`src/rtl/scarv_cop_txn_monitor.sv`:
```
// Transaction monitor for the COP: assembles one record per instruction (plus its memory
// traffic) and queues it for a valid/ready consumer. Define TXN_MONITOR_TIMESTAMP_EN for cycle stamps.
module scarv_cop_txn_monitor #(
    parameter int unsigned MEM_DEPTH      = 4,
    parameter int unsigned TXN_FIFO_DEPTH = 4,
    parameter int unsigned DROP_W         = 8
) (
    input  logic                           g_clk,
    input  logic                           g_reset,
    input  logic                           cpu_insn_req,
    input  logic                           cop_insn_ack,
    input  logic                           cpu_abort_req,
    input  logic [31:0]                    cpu_insn_enc,
    input  logic [31:0]                    cpu_rs1,
    input  logic                           cop_insn_rsp,
    input  logic                           cpu_insn_ack,
    input  logic [2:0]                     cop_result,
    input  logic                           cop_wen,
    input  logic [4:0]                     cop_waddr,
    input  logic [31:0]                    cop_wdata,
    input  logic                           cop_mem_cen,
    input  logic                           cop_mem_wen,
    input  logic [31:0]                    cop_mem_addr,
    input  logic [31:0]                    cop_mem_wdata,
    input  logic [3:0]                     cop_mem_ben,
    input  logic [31:0]                    cop_mem_rdata,
    input  logic                           cop_mem_stall,
    input  logic                           cop_mem_error,
    output logic                           trc_valid,
    input  logic                           trc_ready,
    output logic [31:0]                    trc_enc,
    output logic [31:0]                    trc_rs1,
    output logic [2:0]                     trc_result,
    output logic                           trc_wen,
    output logic [4:0]                     trc_waddr,
    output logic [31:0]                    trc_wdata,
    output logic                           trc_aborted,
    output logic [$clog2(MEM_DEPTH)+1:0]   trc_mem_cnt,
    output logic                           trc_mem_ovf,
    output logic [MEM_DEPTH-1:0]           trc_mem_wen,
    output logic [MEM_DEPTH-1:0]           trc_mem_err,
    output logic [4*MEM_DEPTH-1:0]         trc_mem_ben,
    output logic [32*MEM_DEPTH-1:0]        trc_mem_addr,
    output logic [32*MEM_DEPTH-1:0]        trc_mem_wdata,
    output logic [32*MEM_DEPTH-1:0]        trc_mem_rdata,
`ifdef TXN_MONITOR_TIMESTAMP_EN
    output logic [31:0]                    trc_t_start,
    output logic [31:0]                    trc_t_end,
`endif
    output logic [DROP_W-1:0]              trc_drop_cnt,
    output logic                           trc_stray
);

    localparam int unsigned CW = $clog2(MEM_DEPTH) + 2;
    localparam int unsigned AW = $clog2(TXN_FIFO_DEPTH);

    typedef struct packed {
        logic [31:0]             enc;
        logic [31:0]             rs1;
        logic [2:0]              result;
        logic                    wen;
        logic [4:0]              waddr;
        logic [31:0]             wdata;
        logic                    aborted;
        logic [CW-1:0]           mem_cnt;
        logic                    mem_ovf;
        logic [MEM_DEPTH-1:0]    mem_wen;
        logic [MEM_DEPTH-1:0]    mem_err;
        logic [4*MEM_DEPTH-1:0]  mem_ben;
        logic [32*MEM_DEPTH-1:0] mem_addr;
        logic [32*MEM_DEPTH-1:0] mem_wdata;
        logic [32*MEM_DEPTH-1:0] mem_rdata;
`ifdef TXN_MONITOR_TIMESTAMP_EN
        logic [31:0]             t_start;
        logic [31:0]             t_end;
`endif
    } rec_t;

    typedef enum logic [0:0] {StIdle, StActive} state_e;

    state_e state_q, state_d;
    rec_t   cur_q, cur_d, upd, new_rec, rec_push, head;
    logic   push, pop, do_push, drop, full, empty;
    logic   txn, acc, rsp;
    int     idx;

    logic [AW:0]       wr_ptr_q, rd_ptr_q;
    logic [DROP_W-1:0] drop_cnt_q;
    logic              stray_q;
    rec_t              fifo_q [TXN_FIFO_DEPTH];

`ifdef TXN_MONITOR_TIMESTAMP_EN
    logic [31:0] ts_q;

    always_ff @(posedge g_clk or posedge g_reset) begin
        if (g_reset) ts_q <= '0;
        else         ts_q <= ts_q + 32'd1;
    end
`endif

    assign txn = cop_mem_cen && !cop_mem_stall;
    assign acc = cpu_insn_req && cop_insn_ack;
    assign rsp = cop_insn_rsp && cpu_insn_ack;
    assign idx = int'(cur_q.mem_cnt);

    // Fold this cycle's memory txn into the open record so a close sees it.
    always_comb begin
        upd = cur_q;
        if (state_q == StActive && txn) begin
            if (cur_q.mem_cnt < CW'(MEM_DEPTH)) begin
                upd.mem_wen[idx]              = cop_mem_wen;
                upd.mem_err[idx]              = cop_mem_error;
                upd.mem_ben[idx*4 +: 4]       = cop_mem_ben;
                upd.mem_addr[idx*32 +: 32]    = cop_mem_addr;
                upd.mem_wdata[idx*32 +: 32]   = cop_mem_wdata;
                upd.mem_rdata[idx*32 +: 32]   = cop_mem_rdata;
            end
            if (cur_q.mem_cnt != '1) upd.mem_cnt = cur_q.mem_cnt + CW'(1);
        end
        upd.mem_ovf = (upd.mem_cnt > CW'(MEM_DEPTH));
    end

    always_comb begin
        new_rec     = '0;
        new_rec.enc = cpu_insn_enc;
        new_rec.rs1 = cpu_rs1;
`ifdef TXN_MONITOR_TIMESTAMP_EN
        new_rec.t_start = ts_q;
`endif
    end

    always_comb begin
        state_d  = state_q;
        cur_d    = upd;
        push     = 1'b0;
        rec_push = upd;
`ifdef TXN_MONITOR_TIMESTAMP_EN
        rec_push.t_end = ts_q;
`endif
        case (state_q)
            StIdle: begin
                if (acc) begin
                    state_d = StActive;
                    cur_d   = new_rec;
                end
            end
            StActive: begin
                // Response beats abort when both arrive together.
                if (rsp) begin
                    push             = 1'b1;
                    rec_push.result  = cop_result;
                    rec_push.wen     = cop_wen;
                    rec_push.waddr   = cop_waddr;
                    rec_push.wdata   = cop_wdata;
                    rec_push.aborted = 1'b0;
                end else if (cpu_abort_req) begin
                    push             = 1'b1;
                    rec_push.aborted = 1'b1;
                end
                if (push) begin
                    if (acc) cur_d   = new_rec;
                    else     state_d = StIdle;
                end
            end
            default: state_d = StIdle;
        endcase
    end

    always_ff @(posedge g_clk or posedge g_reset) begin
        if (g_reset) begin
            state_q <= StIdle;
            cur_q   <= '0;
        end else begin
            state_q <= state_d;
            cur_q   <= cur_d;
        end
    end

    assign empty   = (wr_ptr_q == rd_ptr_q);
    assign full    = (wr_ptr_q[AW] != rd_ptr_q[AW]) && (wr_ptr_q[AW-1:0] == rd_ptr_q[AW-1:0]);
    assign pop     = !empty && trc_ready;
    assign do_push = push && (!full || pop);
    assign drop    = push && full && !pop;

    always_ff @(posedge g_clk) begin
        if (do_push) fifo_q[wr_ptr_q[AW-1:0]] <= rec_push;
    end

    always_ff @(posedge g_clk or posedge g_reset) begin
        if (g_reset) begin
            wr_ptr_q   <= '0;
            rd_ptr_q   <= '0;
            drop_cnt_q <= '0;
            stray_q    <= 1'b0;
        end else begin
            if (do_push) wr_ptr_q <= wr_ptr_q + (AW+1)'(1);
            if (pop)     rd_ptr_q <= rd_ptr_q + (AW+1)'(1);
            if (drop && drop_cnt_q != '1) drop_cnt_q <= drop_cnt_q + DROP_W'(1);
            if (state_q == StIdle && txn) stray_q <= 1'b1;
        end
    end

    // Memory contents are never reset, so gate the head with empty to keep outputs at 0.
    always_comb begin
        head = '0;
        if (!empty) head = fifo_q[rd_ptr_q[AW-1:0]];
    end

    assign trc_valid     = !empty;
    assign trc_enc       = head.enc;
    assign trc_rs1       = head.rs1;
    assign trc_result    = head.result;
    assign trc_wen       = head.wen;
    assign trc_waddr     = head.waddr;
    assign trc_wdata     = head.wdata;
    assign trc_aborted   = head.aborted;
    assign trc_mem_cnt   = head.mem_cnt;
    assign trc_mem_ovf   = head.mem_ovf;
    assign trc_mem_wen   = head.mem_wen;
    assign trc_mem_err   = head.mem_err;
    assign trc_mem_ben   = head.mem_ben;
    assign trc_mem_addr  = head.mem_addr;
    assign trc_mem_wdata = head.mem_wdata;
    assign trc_mem_rdata = head.mem_rdata;
`ifdef TXN_MONITOR_TIMESTAMP_EN
    assign trc_t_start   = head.t_start;
    assign trc_t_end     = head.t_end;
`endif
    assign trc_drop_cnt  = drop_cnt_q;
    assign trc_stray     = stray_q;

endmodule

```
`config.mk`:
```
export PLATFORM = sky130hd
export DESIGN_NAME = scarv_cop_txn_monitor
export DESIGN_NICKNAME = d
export VERILOG_FILES = /design/src/rtl/scarv_cop_txn_monitor.sv
export SDC_FILE = /design/constraint.sdc
export NUM_CORES = 2
export LEC_CHECK = 0
export CAP_MARGIN = 10
export CORE_MARGIN = 2
export CORE_UTILIZATION = 55
export CTS_CLUSTER_DIAMETER = 100
export DETAILED_ROUTE_END_ITERATION = 6
export PLACE_DENSITY = 0.71
export RECOVER_POWER = 100
export SKIP_CTS_REPAIR_TIMING = 1
export SLEW_MARGIN = 5
export SYNTH_ARGS = -nofsm -noshare
export SYNTH_HDL_FRONTEND = slang
export SYNTH_SLANG_ARGS = --single-unit
```
`constraint.sdc`:
```
create_clock -name g_clk -period 43.2 [get_ports g_clk]
set_clock_uncertainty 0.05 [all_clocks]
set_input_delay 4.32 -clock g_clk [delete_from_list [all_inputs] [get_ports g_clk]]
set_output_delay 4.32 -clock g_clk [all_outputs]
set_load 0.03 [all_outputs]
```
**Word level (Yosys, flattened, before mapping)**

Memory sizes are Yosys's and may differ from the RTL's.
Index checks and enable logic that the tools add are counted.

- Shift-type cells: 6
- $add $sub $neg: 6
- Reductions and logical operators: 17
- Equal/unequal tests: 6
- Magnitude comparators: 4
- Muxes and demuxes: 29
- Bitwise gates (word level): 1

Operators with widths:

| kind | number |
|---|---|
| $mux 519 | 3 |
| $pmux 519 s2 | 1 |
| $mux 408 | 2 |
| $bwmux 128 | 3 |
| $shiftx 32x33->128 | 3 |
| $shift 32x33->128 const A | 1 |
| $mux 42 | 1 |
| $mux 41 | 1 |
| $neg 6->33 | 1 |
| $neg 9->33 | 1 |
| $shift 4x33->16 const A | 1 |
| $shiftx 4x33->16 | 1 |
| $bwmux 16 | 1 |
| $logic_and 1x1->1 | 12 |
| $mux 1 | 11 |
| $add 8x1->8 const B | 1 |
| $bwmux 4 | 2 |
| $lt 4x3->1 const B | 2 |
| $mux 4 | 2 |
| $ne 8x8->1 const B | 1 |
| $add 3x1->3 const B | 2 |
| $add 4x1->4 const B | 1 |
| $ge 4x1->1 const B | 1 |
| $gt 4x3->1 const B | 1 |
| other kinds (10) | 13 |

- Memory bits (writable): 2076
- Input bits: 217
- Word-level logic and storage cells: 89
- Memories: 1
- Register bits after elaboration: 534

Memories:

| name | words | bits a word | read ports | clocked after Yosys merged registers in | write ports | RTL line | text |
|---|---|---|---|---|---|---|---|
| fifo_q | 4 | 519 | 1 | 0 | 1 | 90 | `rec_t fifo_q [TXN_FIFO_DEPTH];` |

**Logic depth before layout (Yosys ltp)**

- Depth after elaboration: 10
- Depth in mapped cells: 12
- Gate-level depth less buffers: 6

**Least setup slack after synthesis**

Ideal clock, no wire load.

- Kind: input port to flip-flop
- From: in trc_ready
- To: mem fifo_q[0][0] (netlist name) (enable)
- Library setup time: 955 ps
- Arrival: 16551 ps
- Path slack: 25644 ps
- Stages on the path: 3
- Cell sequence: nand4b_1 clkbuf_1 and3_1

- Word-level cells in the longest chain between the ends: 5

Ends and longest elaborated chain:

| item | RTL line | text |
|---|---|---|
| from (decl) | 30 | `input logic trc_ready,` |
| $logic_and 1x1->1 | 181 | `assign pop = !empty && trc_ready;` |
| $logic_or 1x1->1 | 182 | `assign do_push = push && (!full \|\| pop);` |
| $logic_and 1x1->1 | 182 |  |
| $mux 1 | 186 | `if (do_push) fifo_q[wr_ptr_q[AW-1:0]] <= rec_push;` |
| $mux 1 (implied by the code) | 186 |  |
| to (decl) | 90 |  |

Every way passes these cells.

**Worst setup path in the final report**

- From: reg rd_ptr_q[0]
- To: out trc_mem_addr[71]

- Word-level cells in the longest chain between the ends: 2

Ends and longest elaborated chain:

| item | RTL line | text |
|---|---|---|
| from (decl) | 87 | `logic [AW:0] wr_ptr_q, rd_ptr_q;` |
| from (signal assigned) | 197 | `if (pop) rd_ptr_q <= rd_ptr_q + (AW+1)'(1);` |
| $mem_v2 4x519 / $eq 3x3->1 (equally long branches) | n/a |  |
| $mux 519 (*) | 206 | `if (!empty) head = fifo_q[rd_ptr_q[AW-1:0]];` |
| to (decl) | 43 | `output logic [32*MEM_DEPTH-1:0] trc_mem_addr,` |

Every way passes the cells marked *; elsewhere a longest branch is shown, timed or not.

==> results.json <==
{
  "status": "finished with violations",
  "violations": "DRC, capacitance limit, slew limit",
  "core_area_um2": 187000,
  "clock_latency_ns": 0.92,
  "wl_per_cell_um": 28.8,
  "synth_simple_gate_area_share_pct": 8.69,
  "placementRows": 159,
  "cts_tree": "yes",
  "ios": 746,
  "layout-drive-gt1-share_pct": 15.4,
  "hp-class": "flop to flop",
  "p_total_mw": 8.68,
  "synth.top_cell.area_share_pct": 60.4,
  "p_leak_nw": 44.8,
  "syn_to_final_growth_pct": 17.5,
  "h-tree-depth": 5,
  "ant_nets": 0,
  "hold_viol": 0,
  "finalCritPeriodShare_pct": 52.6,
  "yosys-top-cells-area": "edfxtp_1 (60%), dfrtp_1 (13%), mux4_2 (11%)",
  "synth-async-reset-ratio_pct": 20.5,
  "r2r_cells": 6,
  "place.detailed.hpwl_um": 155000,
  "path_max_fanout": 103,
  "grt_pass1_wl_um": 397000,
  "yosys_most_used_dff": "edfxtp_1",
  "grt_pass1_vias": 58768,
  "path_clk_slew_ns": 0.06,
  "synthCells": 6039,
  "synth_nets": 6267,
  "place_ws_ns": 33.67,
  "root_buffer": "clkbuf_16",
  "yosysSeqAreaShare_pct": 73.3,
  "port_buffers": 745,
  "cp_data_arrival_time_ns": 18.34,
  "fin_crit_ns": 22.71,
  "nets": 6946,
  "die_y_um": 437,
  "grt_usage_pct": 28.3,
  "min_path_cells": 1,
  "fin_setup_tns_ns": 0,
  "start_util_pct": 55.2,
  "fmax_ghz": 0.0440,
  "die-area_um2": 191000,
  "regToRegStartpoint": "rd_ptr_q[0]$_DFFE_PP0P_",
  "worst_setup_path_end_kind": "output pin",
  "fin_util_pct": 64.8,
  "drt_iter0_markers": 6571,
  "yosys.area.top_type": "edfxtp_1",
  "ir_drop_v": 0.0000680,
  "clock_path_buffers": 4,
  "reg2reg_setup_slack_ns": 26.11,
  "p_per_area_nw_per_um2": 71.5,
  "grt.overflow.total": 0,
  "tightest_slew_ns": 10.14,
  "ys_types": 47,
  "grt_max_degree": 227,
  "start_kind": "flop",
  "yosysWarnings": 0,
  "wl_um": 272000,
  "gp_congestion": 0.793,
  "grt_setup_unrepaired": "false",
  "numCtsBuffers": 280,
  "hp-start": "wr_ptr_q[2]$_DFFE_PP0P_",
  "slew_viol_final": 4380,
  "path_class": "flop to output pin",
  "final-setup-viol-count": 0,
  "synth_top_family_by_area": "multiplexers",
  "synth_xor_area_share_pct": 0.127,
  "layout_setup_ws_ns": 20.49,
  "yosys-top-cells-count": "edfxtp_1 (2,076), nand2_1 (676), dfrtp_1 (534)",
  "maxCapViolCount": 63,
  "routed_via_density": 6.20,
  "synth_compound_area_share_pct": 3.40,
  "synth-adder-area-share_pct": 0.133,
  "r2r-end": "fifo_q[3][251]$_DFFE_PP_",
  "post-route-drc-count": 3,
  "netlist_area_um2": 103000,
  "vias": 58463,
  "dr.pass1.iters": 7,
  "crit_required_ns": 38.83,
  "synth.area.mux_share_pct": 12.6,
  "avgSynthCellArea_um2": 17.1,
  "holdPathEnd": "wr_ptr_q[2]$_DFFE_PP0P_",
  "yosysMostFrequentCell": "edfxtp_1",
  "die_w_um": 437,
  "grt_antenna_before_repair": 28,
  "synth_edf_count": 2076,
  "synth-seq-cells": 2610,
  "cts.sinks": 2610,
  "slew_headroom_pct": -576
}
[critical path, stage by stage (launching register included)]
cell and delay (ns):
dfrtp_1 1.73, clkbuf_1 6.24, clkbuf_1 6.24, buf_4 1.41, mux4_2 0.63, and2_1 0.24, dlygate4sd3_1 0.71
[flip-flops by register name, summed over array words and instances, names as in the netlist]
| register | cells |
|---|---|
| rd_ptr_q | 3 |
| state_q | 1 |
| trc_drop_cnt | 8 |
| cur_q | 518 |
| trc_stray | 1 |
| fifo_q | 2076 |
| wr_ptr_q | 3 |
[per-layer routing]
layer  GRT usage, %  vias up  part of all wire (%)
met2           43.4     2995                    47
met4           13.4       26                   5.2
met3           6.11      576                   9.1
met1           39.0    30216                    39
met5              0        -                 0.062
li1               -    24650                     -
[logic make-up after synthesis]
group | Yosys count
AND/OR/NAND/NOR | 1707
flip-flops | 2610
AO/OA/AOI/OAI | 617
adder cells (fa/ha/maj) | 11
XOR/XNOR | 15
multiplexers | 635
buffers and inverters | 444
[worst max-delay path by stage]
stage,cells past startpoint,endpoint,from
floorplan,1,cur_q[0]$_DFF_PP0_,g_reset
global placement,6,trc_mem_wdata[115],rd_ptr_q[0]$_DFFE_PP0P_
detailed placement,7,fifo_q[1][196]$_DFFE_PP_,cop_insn_rsp
CTS,6,trc_mem_addr[71],rd_ptr_q[0]$_DFFE_PP0P_
global route,6,trc_mem_addr[71],rd_ptr_q[0]$_DFFE_PP0P_
finish,6,trc_mem_addr[71],rd_ptr_q[0]$_DFFE_PP0P_
[cells in the final DEF, fill, tap and decap left out, types with 3 or more instances in the layout]
cell	Yosys	final
clkinv_1	0	25
nand2b_1	3	3
and4_1	3	3
clkinvlp_4	0	7
bufinv_16	0	16
nand4_1	138	138
mux2_2	115	66
xor2_1	9	9
xnor2_1	6	6
mux4_2	519	519
diode_2	0	11
or4_4	40	34
nand2_1	676	676
clkbuf_1	328	144
clkbuf_8	0	27
dlygate4sd3_1	0	383
nor2_1	7	6
o31ai_1	101	101
inv_1	10	9
or4_1	28	34
o21ai_0	104	104
mux2_1	0	49
and2_1	523	381
and2_0	0	141
dfrtp_1	534	533
a21oi_2	40	30
clkinv_2	0	28
clkdlybuf4s50_1	0	362
and3_1	8	7
nand3b_1	3	3
nand3_1	211	209
buf_4	1	29
a21oi_1	365	375
ha_1	11	10
edfxtp_1	2076	2076
clkbuf_16	0	289
nor3_1	3	3
nor2b_1	52	51
inv_6	0	5
[cell type report]
cell class,instances,area [um2]
clock inverter,82,820
clock buffer,406,7940
tap,2495,3120
sequential,2610,75700
fill,12840,65900
multi-input combinational,2985,25800
timing repair buffer,830,7920
antenna,11,27.5
inverter,11,42.5
[power breakdown]
group | internal, mW | switching [mW] | total [mW]
logic | 1.30 | 2.04 | 3.34
registers | 2.97 | 0.0681 | 3.04
clock network | 1.37 | 0.936 | 2.30
[stage by stage]
stage	hold WS (ns)	cell area, um2	std cells
final	0.438	121000	9430
after global routing	0.454	121000	9429
after CTS	0.441	122000	9419
after detailed placement	0.429	113000	8931
after global placement	0.424	113000	8931
after floorplan	0.408	103000	6039
(Power assumes the default switching activity.)
